$ cat src/rtl/fetch_unit.sv
// fetch_unit: instruction fetch stage; owns the PC, fetches words over req/gnt/rvalid, buffers them for the decoder
// Ports:
//   clk, rst_n                 clock, synchronous active-low reset
//   imem_req/addr/gnt          fetch request to instruction memory (one outstanding at most)
//   imem_rvalid/rdata          in-order read return
//   redirect/redirect_pc       flush the buffer and re-steer fetch
//   out_valid/inst/pc/ready    head of the instruction buffer to the decoder
//   out_misalign               only with FETCH_ALIGN_CHK_EN: entry comes from a misaligned redirect
// Build option FETCH_ALIGN_CHK_EN: misaligned redirects produce one flagged entry and halt fetch
// until the next redirect; without it the low two target bits are cleared.
module fetch_unit #(
   parameter logic [31:0] RESET_PC = 32'h0000_0000,
   parameter int          QDEPTH   = 2
) (
   input  logic        clk,
   input  logic        rst_n,
   output logic        imem_req,
   output logic [31:0] imem_addr,
   input  logic        imem_gnt,
   input  logic        imem_rvalid,
   input  logic [31:0] imem_rdata,
   input  logic        redirect,
   input  logic [31:0] redirect_pc,
   output logic        out_valid,
   output logic [31:0] out_inst,
   output logic [31:0] out_pc,
`ifdef FETCH_ALIGN_CHK_EN
   output logic        out_misalign,
`endif
   input  logic        out_ready
);
   localparam int AW = $clog2(QDEPTH);
   typedef enum logic [1:0] {S_IDLE, S_REQ, S_WAIT} state_t;
   state_t      r_state, w_state_nxt;
   logic [31:0] r_pc, w_tgt, w_push_inst, w_push_pc;
   logic [31:0] r_q_inst [QDEPTH];
   logic [31:0] r_q_pc [QDEPTH];
   logic [AW-1:0] r_wp, r_rp;
   logic [AW:0] r_cnt, w_cnt_nxt;
   logic r_drop, w_push, w_pop, w_space, w_outst, w_halt, w_tgt_mis, w_mis_push;

`ifdef FETCH_ALIGN_CHK_EN
   logic r_q_mis [QDEPTH];
   logic r_halt, r_mis_pend;
   assign w_tgt        = redirect_pc;
   assign w_tgt_mis    = redirect_pc[1:0] != 2'b00;
   assign w_halt       = r_halt;
   // the flagged entry is pushed the cycle after the redirect so out_valid stays low right after it
   assign w_mis_push   = r_mis_pend && !redirect;
   assign out_misalign = out_valid && r_q_mis[r_rp];
   always_ff @(posedge clk) begin
      if (!rst_n) begin
         r_halt     <= 1'b0;
         r_mis_pend <= 1'b0;
      end else begin
         r_halt     <= redirect ? w_tgt_mis : r_halt;
         r_mis_pend <= redirect && w_tgt_mis;
         if (w_push) r_q_mis[r_wp] <= w_mis_push;
      end
   end
`else
   assign w_tgt      = redirect_pc & ~32'd3;
   assign w_tgt_mis  = 1'b0;
   assign w_halt     = 1'b0;
   assign w_mis_push = 1'b0;
`endif

   assign imem_req    = r_state == S_REQ;
   assign imem_addr   = r_pc;
   assign out_valid   = r_cnt != '0;
   assign out_inst    = out_valid ? r_q_inst[r_rp] : '0;
   assign out_pc      = out_valid ? r_q_pc[r_rp] : '0;
   assign w_pop       = out_valid && out_ready;
   assign w_push      = !redirect && (w_mis_push || (r_state == S_WAIT && imem_rvalid && !r_drop));
   assign w_cnt_nxt   = r_cnt + (AW+1)'(w_push) - (AW+1)'(w_pop);
   assign w_space     = w_cnt_nxt < (AW+1)'(QDEPTH);
   // a request stays in flight across a redirect if granted now or still awaiting data
   assign w_outst     = (r_state == S_REQ && imem_gnt) || (r_state == S_WAIT && !imem_rvalid);
   assign w_push_inst = w_mis_push ? '0 : imem_rdata;
   // pc already advanced past the in-flight word on grant
   assign w_push_pc   = w_mis_push ? r_pc : r_pc - 32'd4;

   always_comb begin
      w_state_nxt = r_state;
      case (r_state)
         S_IDLE:  w_state_nxt = (!w_halt && w_space) ? S_REQ : S_IDLE;
         S_REQ:   w_state_nxt = imem_gnt ? S_WAIT : S_REQ;
         S_WAIT:  w_state_nxt = !imem_rvalid ? S_WAIT : (w_space && !w_halt) ? S_REQ : S_IDLE;
         default: w_state_nxt = S_IDLE;
      endcase
      if (redirect) w_state_nxt = w_outst ? S_WAIT : w_tgt_mis ? S_IDLE : S_REQ;
   end

   always_ff @(posedge clk) begin
      if (!rst_n) begin
         r_state <= S_IDLE;
         r_pc    <= RESET_PC;
         r_drop  <= 1'b0;
         r_wp    <= '0;
         r_rp    <= '0;
         r_cnt   <= '0;
      end else begin
         r_state <= w_state_nxt;
         r_pc    <= redirect ? w_tgt : (imem_req && imem_gnt) ? r_pc + 32'd4 : r_pc;
         r_drop  <= redirect ? w_outst : (r_state == S_WAIT && imem_rvalid) ? 1'b0 : r_drop;
         if (redirect) begin
            r_wp  <= '0;
            r_rp  <= '0;
            r_cnt <= '0;
         end else begin
            if (w_push) begin
               r_q_inst[r_wp] <= w_push_inst;
               r_q_pc[r_wp]   <= w_push_pc;
            end
            r_wp  <= r_wp + AW'(w_push);
            r_rp  <= r_rp + AW'(w_pop);
            r_cnt <= w_cnt_nxt;
         end
      end
   end
endmodule

$ cat config.mk
export PLATFORM = sky130hd
export DESIGN_NAME = fetch_unit
export DESIGN_NICKNAME = d
export VERILOG_FILES = /design/src/rtl/fetch_unit.sv
export SDC_FILE = /design/constraint.sdc
export NUM_CORES = 1
export LEC_CHECK = 0
export ABC_AREA = 1
export BUFFER_PORTS_ARGS = -buffer_cell sky130_fd_sc_hd__buf_2
export CORE_MARGIN = 8
export CORE_UTILIZATION = 40
export CTS_BUF_LIST = sky130_fd_sc_hd__clkbuf_8 sky130_fd_sc_hd__clkbuf_16
export CTS_CLUSTER_SIZE = 25
export DETAILED_ROUTE_END_ITERATION = 10
export GPL_ROUTABILITY_DRIVEN = 0
export HOLD_SLACK_MARGIN = 0.02
export MAX_ROUTING_LAYER = met4
export SLEW_MARGIN = 20
export SYNTH_ARGS = -nofsm -noshare
export SYNTH_HDL_FRONTEND = slang
export SYNTH_SLANG_ARGS = --single-unit
$ cat constraint.sdc
create_clock -name clk -period 6 [get_ports clk]
set_input_delay 0.3 -clock clk [delete_from_list [all_inputs] [get_ports clk]]
set_output_delay 0.3 -clock clk [all_outputs]
set_load 0.005 [all_outputs]
## After elaboration in Yosys (flattened, before gate mapping)

Memory sizes are Yosys's and may differ from the RTL's. A register that Yosys moved wholly into a read port is not among the register bits.
Index checks and enable logic that the tools add are counted.

| storage, ports and cells | value |
|---|---|
| bits in registers | 39 |
| RAM bits | 128 |
| input bits | 70 |
| output and inout bits | 98 |
| logic and storage cells | 52 |
| memories | 2 |

Memories:

| name | words | bits a word | read ports | clocked after memory_dff | write ports | RTL line | text |
|---|---|---|---|---|---|---|---|
| r_q_inst | 2 | 32 | 1 | 1 | 1 | 36 | `logic [31:0] r_q_inst [QDEPTH];` |
| r_q_pc | 2 | 32 | 1 | 1 | 1 | 37 | `logic [31:0] r_q_pc [QDEPTH];` |

| cells by class | value |
|---|---|
| add/subtract/negate cells | 6 |
| order comparisons | 1 |
| equality and inequality tests | 2 |
| muxes and demuxes | 18 |
| bitwise gates (word level) | 1 |
| reduce and logical (&&, ||, !) cells | 15 |

Operators by type and width:

| operator | number |
|---|---|
| two-way mux 32 bit | 4 |
| adder 32 x 3 -> 32 bit, second input constant | 1 |
| subtractor 32 x 3 -> 32 bit, second input constant | 1 |
| two-way mux 1 bit | 9 |
| two-way mux 2 bit | 4 |
| logical AND 1 bit | 6 |
| one-hot mux 2 bit (3 select lines) | 1 |
| nonzero test 2 bit | 3 |
| zero test 1 bit | 3 |
| adder 1 bit | 2 |
| adder 2 x 1 -> 2 bit | 1 |
| equality test 2 x 1 -> 1 bit, second input constant | 1 |
| equality test 2 bit, second input constant | 1 |
| zero test 2 bit | 1 |
| < comparator 2 bit, second input constant | 1 |
| OR reduction 2 bit | 1 |
| subtractor 2 x 1 -> 2 bit | 1 |
| logical OR 1 bit | 1 |
| inverter 1 bit | 1 |

## Longest topological paths before layout

| depth | value |
|---|---|
| depth after elaboration | 11 |
| depth in mapped cells | 10 |
| mapped depth without buffers | 10 |

## Worst setup path after synthesis

OpenSTA, ideal clock, no wires.

| timing path | value |
|---|---|
| path type | in2reg |
| start point | input redirect |
| end point | memory r_q_inst[0][0] (enable) |
| setup time | 0.559 ns |
| data arrival time | 5.045 ns |
| required time | 5.441 ns |
| path slack | 0.397 ns |
| cell stages on the path | 4 |
| buffers on the path | 1 |
| cells stage by stage | buf_2 > nor3_1 > inv_1 > nor3_1 |

| between the ends | value |
|---|---|
| cells in the longest elaborated chain, start to end | 6 |

RTL lines:

| element | RTL line | text |
|---|---|---|
| start: declaration | 22 | `input logic redirect,` |
| zero test 1 bit | 74 | `assign w_push = !redirect && (w_mis_push \|\| (r_state == S_WAIT && imem_rvalid && !r_drop));` |
| logical AND 1 bit | 74 |  |
| two-way mux 1 bit | 111 | `if (w_push) begin` |
| two-way mux 1 bit (*) | 106 | `if (redirect) begin` |
| two-way mux 1 bit (*) | 95 | `if (!rst_n) begin` |
| two-way mux 1 bit (not written as such) (*) | 112 | `r_q_inst[r_wp] <= w_push_inst;` |
| end: declaration | 36 |  |

Mark *: on every way between the ends. The rest lies on a longest branch, timed or not.

## Worst setup path after layout

| timing path | value |
|---|---|
| start point | register r_state[0] |
| end point | memory r_q_inst[1][26] (enable) |

| between the ends | value |
|---|---|
| cells in the longest elaborated chain, start to end | 8 |

RTL lines:

| element | RTL line | text |
|---|---|---|
| start: declaration | 34 | `state_t r_state, w_state_nxt;` |
| start signal: assignment | 103 | `r_state <= w_state_nxt;` |
| equality test 2 bit | 74 |  |
| logical AND 1 bit (3 in series) | 74 |  |
| two-way mux 1 bit | 111 |  |
| two-way mux 1 bit | 106 |  |
| two-way mux 1 bit | 95 |  |
| two-way mux 1 bit (not written as such) | 112 |  |

No other way between the ends.

==> summary.md <==
| Metric | Value |
|---|---|
| Seq/Total Area, Yosys | 56.9% |
| Top cells by area, synth | edfxtp_1 47%, nand2_1 13%, dfxtp_1 9.4% |
| Routed WL per cell | 15.9 um |
| Outcome | finished clean |
| Slew Viols, Final | 0 |
| WL met3 | 1.14 mm |
| Post-route design area | 0.00938 mm^2 |
| Die width | 156 um |
| Depth of the worst hold-timing path | 1 |
| F_max | 359 MHz |
| # fillers | 1884 |
| Largest net degree at the start of global routing | 64 |
| Tot GR Track Use | 17.5% |
| DR pass1 iterations | 5 |
| Setup TNS | 0 ns |
| CTS Sinks | 161 |
| Critical path type | flop to flop |
| Starting density of the core | 40.6% |
| Full die area | 0.0244 mm^2 |
| Met2 routed WL | 9.37 mm |
| Routed Wire Length | 20.7 mm |
| Max Used Layer | met4 |
| Worst reg2reg setup slack | 3.22 ns |
| Worst Setup End Kind | flop |
| Critical Path RT | 6.06 ns |
| Yosys top cell by area | edfxtp_1 |
| Worst Reg-to-Reg Cells | 6 |
| Synth top area share | 47.4% |
| Synth cell types | 39 |
| Detail Placement HPWL | 14.3 mm |
| Worst-path clk slew | 0.07 ns |
| Setup crit start kind | flop |
| Worst-Margin Slew | 0.934 ns |
| Commonest cells post-synth | 266 x nand2_1, 124 x edfxtp_1, 87 x a21oi_1, 84 x nor2_1, 68 x inv_1 |
| Num rows | 51 |
| Post-route DRC | 0 |
| Clock root buffer | clkbuf_16 |
| RSZ-0062 raised after global routing | no |
| Peak supply drop | 0.192 mV |
| Hold-fix buffers at CTS | 0 |
| Max-slew headroom | 37.6% |
| Vias in the first global route | 6072 |
| Layout cells sized above 1 | 22.8% |
| Endpoints failing setup | 0 |
| Post-Synthesis Cells | 881 |
| Htree depth | 4 |
| Maxcap violations | 0 |
| CTS tree | yes |
| Total chip power | 2480 uW |
| Die Y | 156 um |
| Crit path max fanout | 32 |
| I/O pin total | 168 |
| N_diodes | 0 |
| Vias per cell | 4.85 |
| Synth Cell Area | 0.00785 mm^2 |
| Final count of hold timing violations | 0 |
| Metal-1 WL | 9.83 mm |
| Data arrival time of the critical path | 2.85 ns |
| Clk_lat worst skew | 0.42 ns |
| Leading cell type by number of instances after synthesis | nand2_1 |
| Final nets | 1097 |
| PwrDens | 264 mW/mm^2 |
| Synth Flop Type | edfxtp_1 |
| Placement Cell Area | 0.00882 mm^2 |
| Antenna Nets Post-Route | 0 |
| Detailed Route Iter0 Violations | 483 |
| Mapped Avg Cell Area | 8.91 um^2 |
| Fin Clk Skew | 0.0125 ns |
| FFs w/ async S/R, synth | 0% |
| Final Cycle Share | 46.4% |
| Post-CTS Setup Bufs | 0 |
| Area Growth Syn to Fin | 19.5% |
| Total gr overflow | 0 |
| Largest buffer count on any clock path | 2 |
| Post-synth EDFFs | 124 |
| Synth Register Bits | 161 |
| CTS buffer count | 17 |
| DR vias | 6306 |
| PostCTS Resize Cnt | 0 |
| LEAKAGE | 0.00395 uW |
| Syn. warnings | 0 |
| Min-delay worst type | primary input to flop |
| Global-route wire length before repair | 32.3 mm |
| Core area | 0.0193 mm^2 |
| Final min period | 2.78 ns |
| Port-buffer cells | 161 |
| Initial antenna violation count | 0 |
-- critical path: stages, from the launching register on --
cell	delay, ns
dfxtp_1	0.30
inv_1	0.10
nand3_1	0.11
nor3_1	0.41
nand2_1	0.19
nor2_4	0.75
buf_4	0.54
-- layer usage --
metal	vias to the layer above	GRT usage, %
li1	3188	-
met1	2888	22.6
met2	204	27.2
met3	26	3.30
met4	0	5.68
met5	-	-
-- through the flow --
step | worst slack, ns | hold WS (ns) | std cells | utilization [%]
after floorplan | 0.397 | 0.399 | 884 | -
after global placement | 3.04 | 0.472 | 1269 | 45.6
after detailed placement | 2.97 | 0.479 | 1269 | 45.6
after CTS | 3.18 | 0.0483 | 1301 | 48.5
after global routing | 3.03 | 0.0444 | 1301 | 48.5
final | 3.22 | 0.0683 | 1301 | 48.5
-- cell type report --
type	count	area, um^2	share of cell area [%]
flip-flops and latches	161	4470	47.6
repair buffers	167	851	9.07
well taps	265	332	3.54
inverters	72	270	2.88
clock buffers	17	425	4.54
clock inverters	15	133	1.41
multi-input cells	604	2900	30.9
-- cells in the final DEF, fill, tap and decap left out, types with 5 or more instances in the layout --
cell         n
nand2_1    266
buf_2      161
edfxtp_1   124
a21oi_1     87
nor2_1      82
inv_1       69
nand3_1     43
dfxtp_1     36
xor2_1      22
clkbuf_16   17
o21ai_0     16
nor3_1      10
nor2_2      10
nor2_4       9
a31oi_1      8
nand2_2      7
nand4_1      6
xnor2_1      6
buf_4        6
o211ai_1     5
inv_6        5
-- registers in the layout (all words and copies together) (netlist names) --
signal,count
r_drop,1
r_cnt,2
r_wp,1
imem_addr,30
r_state,2
r_q_pc,60
r_q_inst,64
r_rp,1
-- worst paths after layout --
check	start	end
worst max register to register	r_state[0]	r_q_inst[1][26]
worst min-delay path	imem_rdata[2]	r_q_inst[0][2]
worst min register to register	r_drop	r_drop
worst max-delay path	r_state[0]	r_q_inst[1][26]
-- cell families (layout without fill, tap and decap cells) --
kind of cell / after synthesis / in the layout / synth area share (%)
XOR/XNOR: 28 / 28 / 3.12
other: 1 / 4 / 0.0478
buffers and inverters: 119 / 271 / 6.52
adder cells (fa/ha/maj): 4 / 4 / 0.638
flip-flops: 161 / 161 / 56.9
AO/OA/AOI/OAI: 125 / 125 / 8.48
AND/OR/NAND/NOR: 443 / 443 / 24.3
-- power breakdown --
group | total [uW] | switching [uW] | internal [uW] | leakage (uW)
Combinational | 199 | 125 | 74.1 | 0.00225
Clock | 1020 | 444 | 575 | 0.000269
Sequential | 1260 | 32.5 | 1230 | 0.00143
Power figures use the tool's default switching activity.
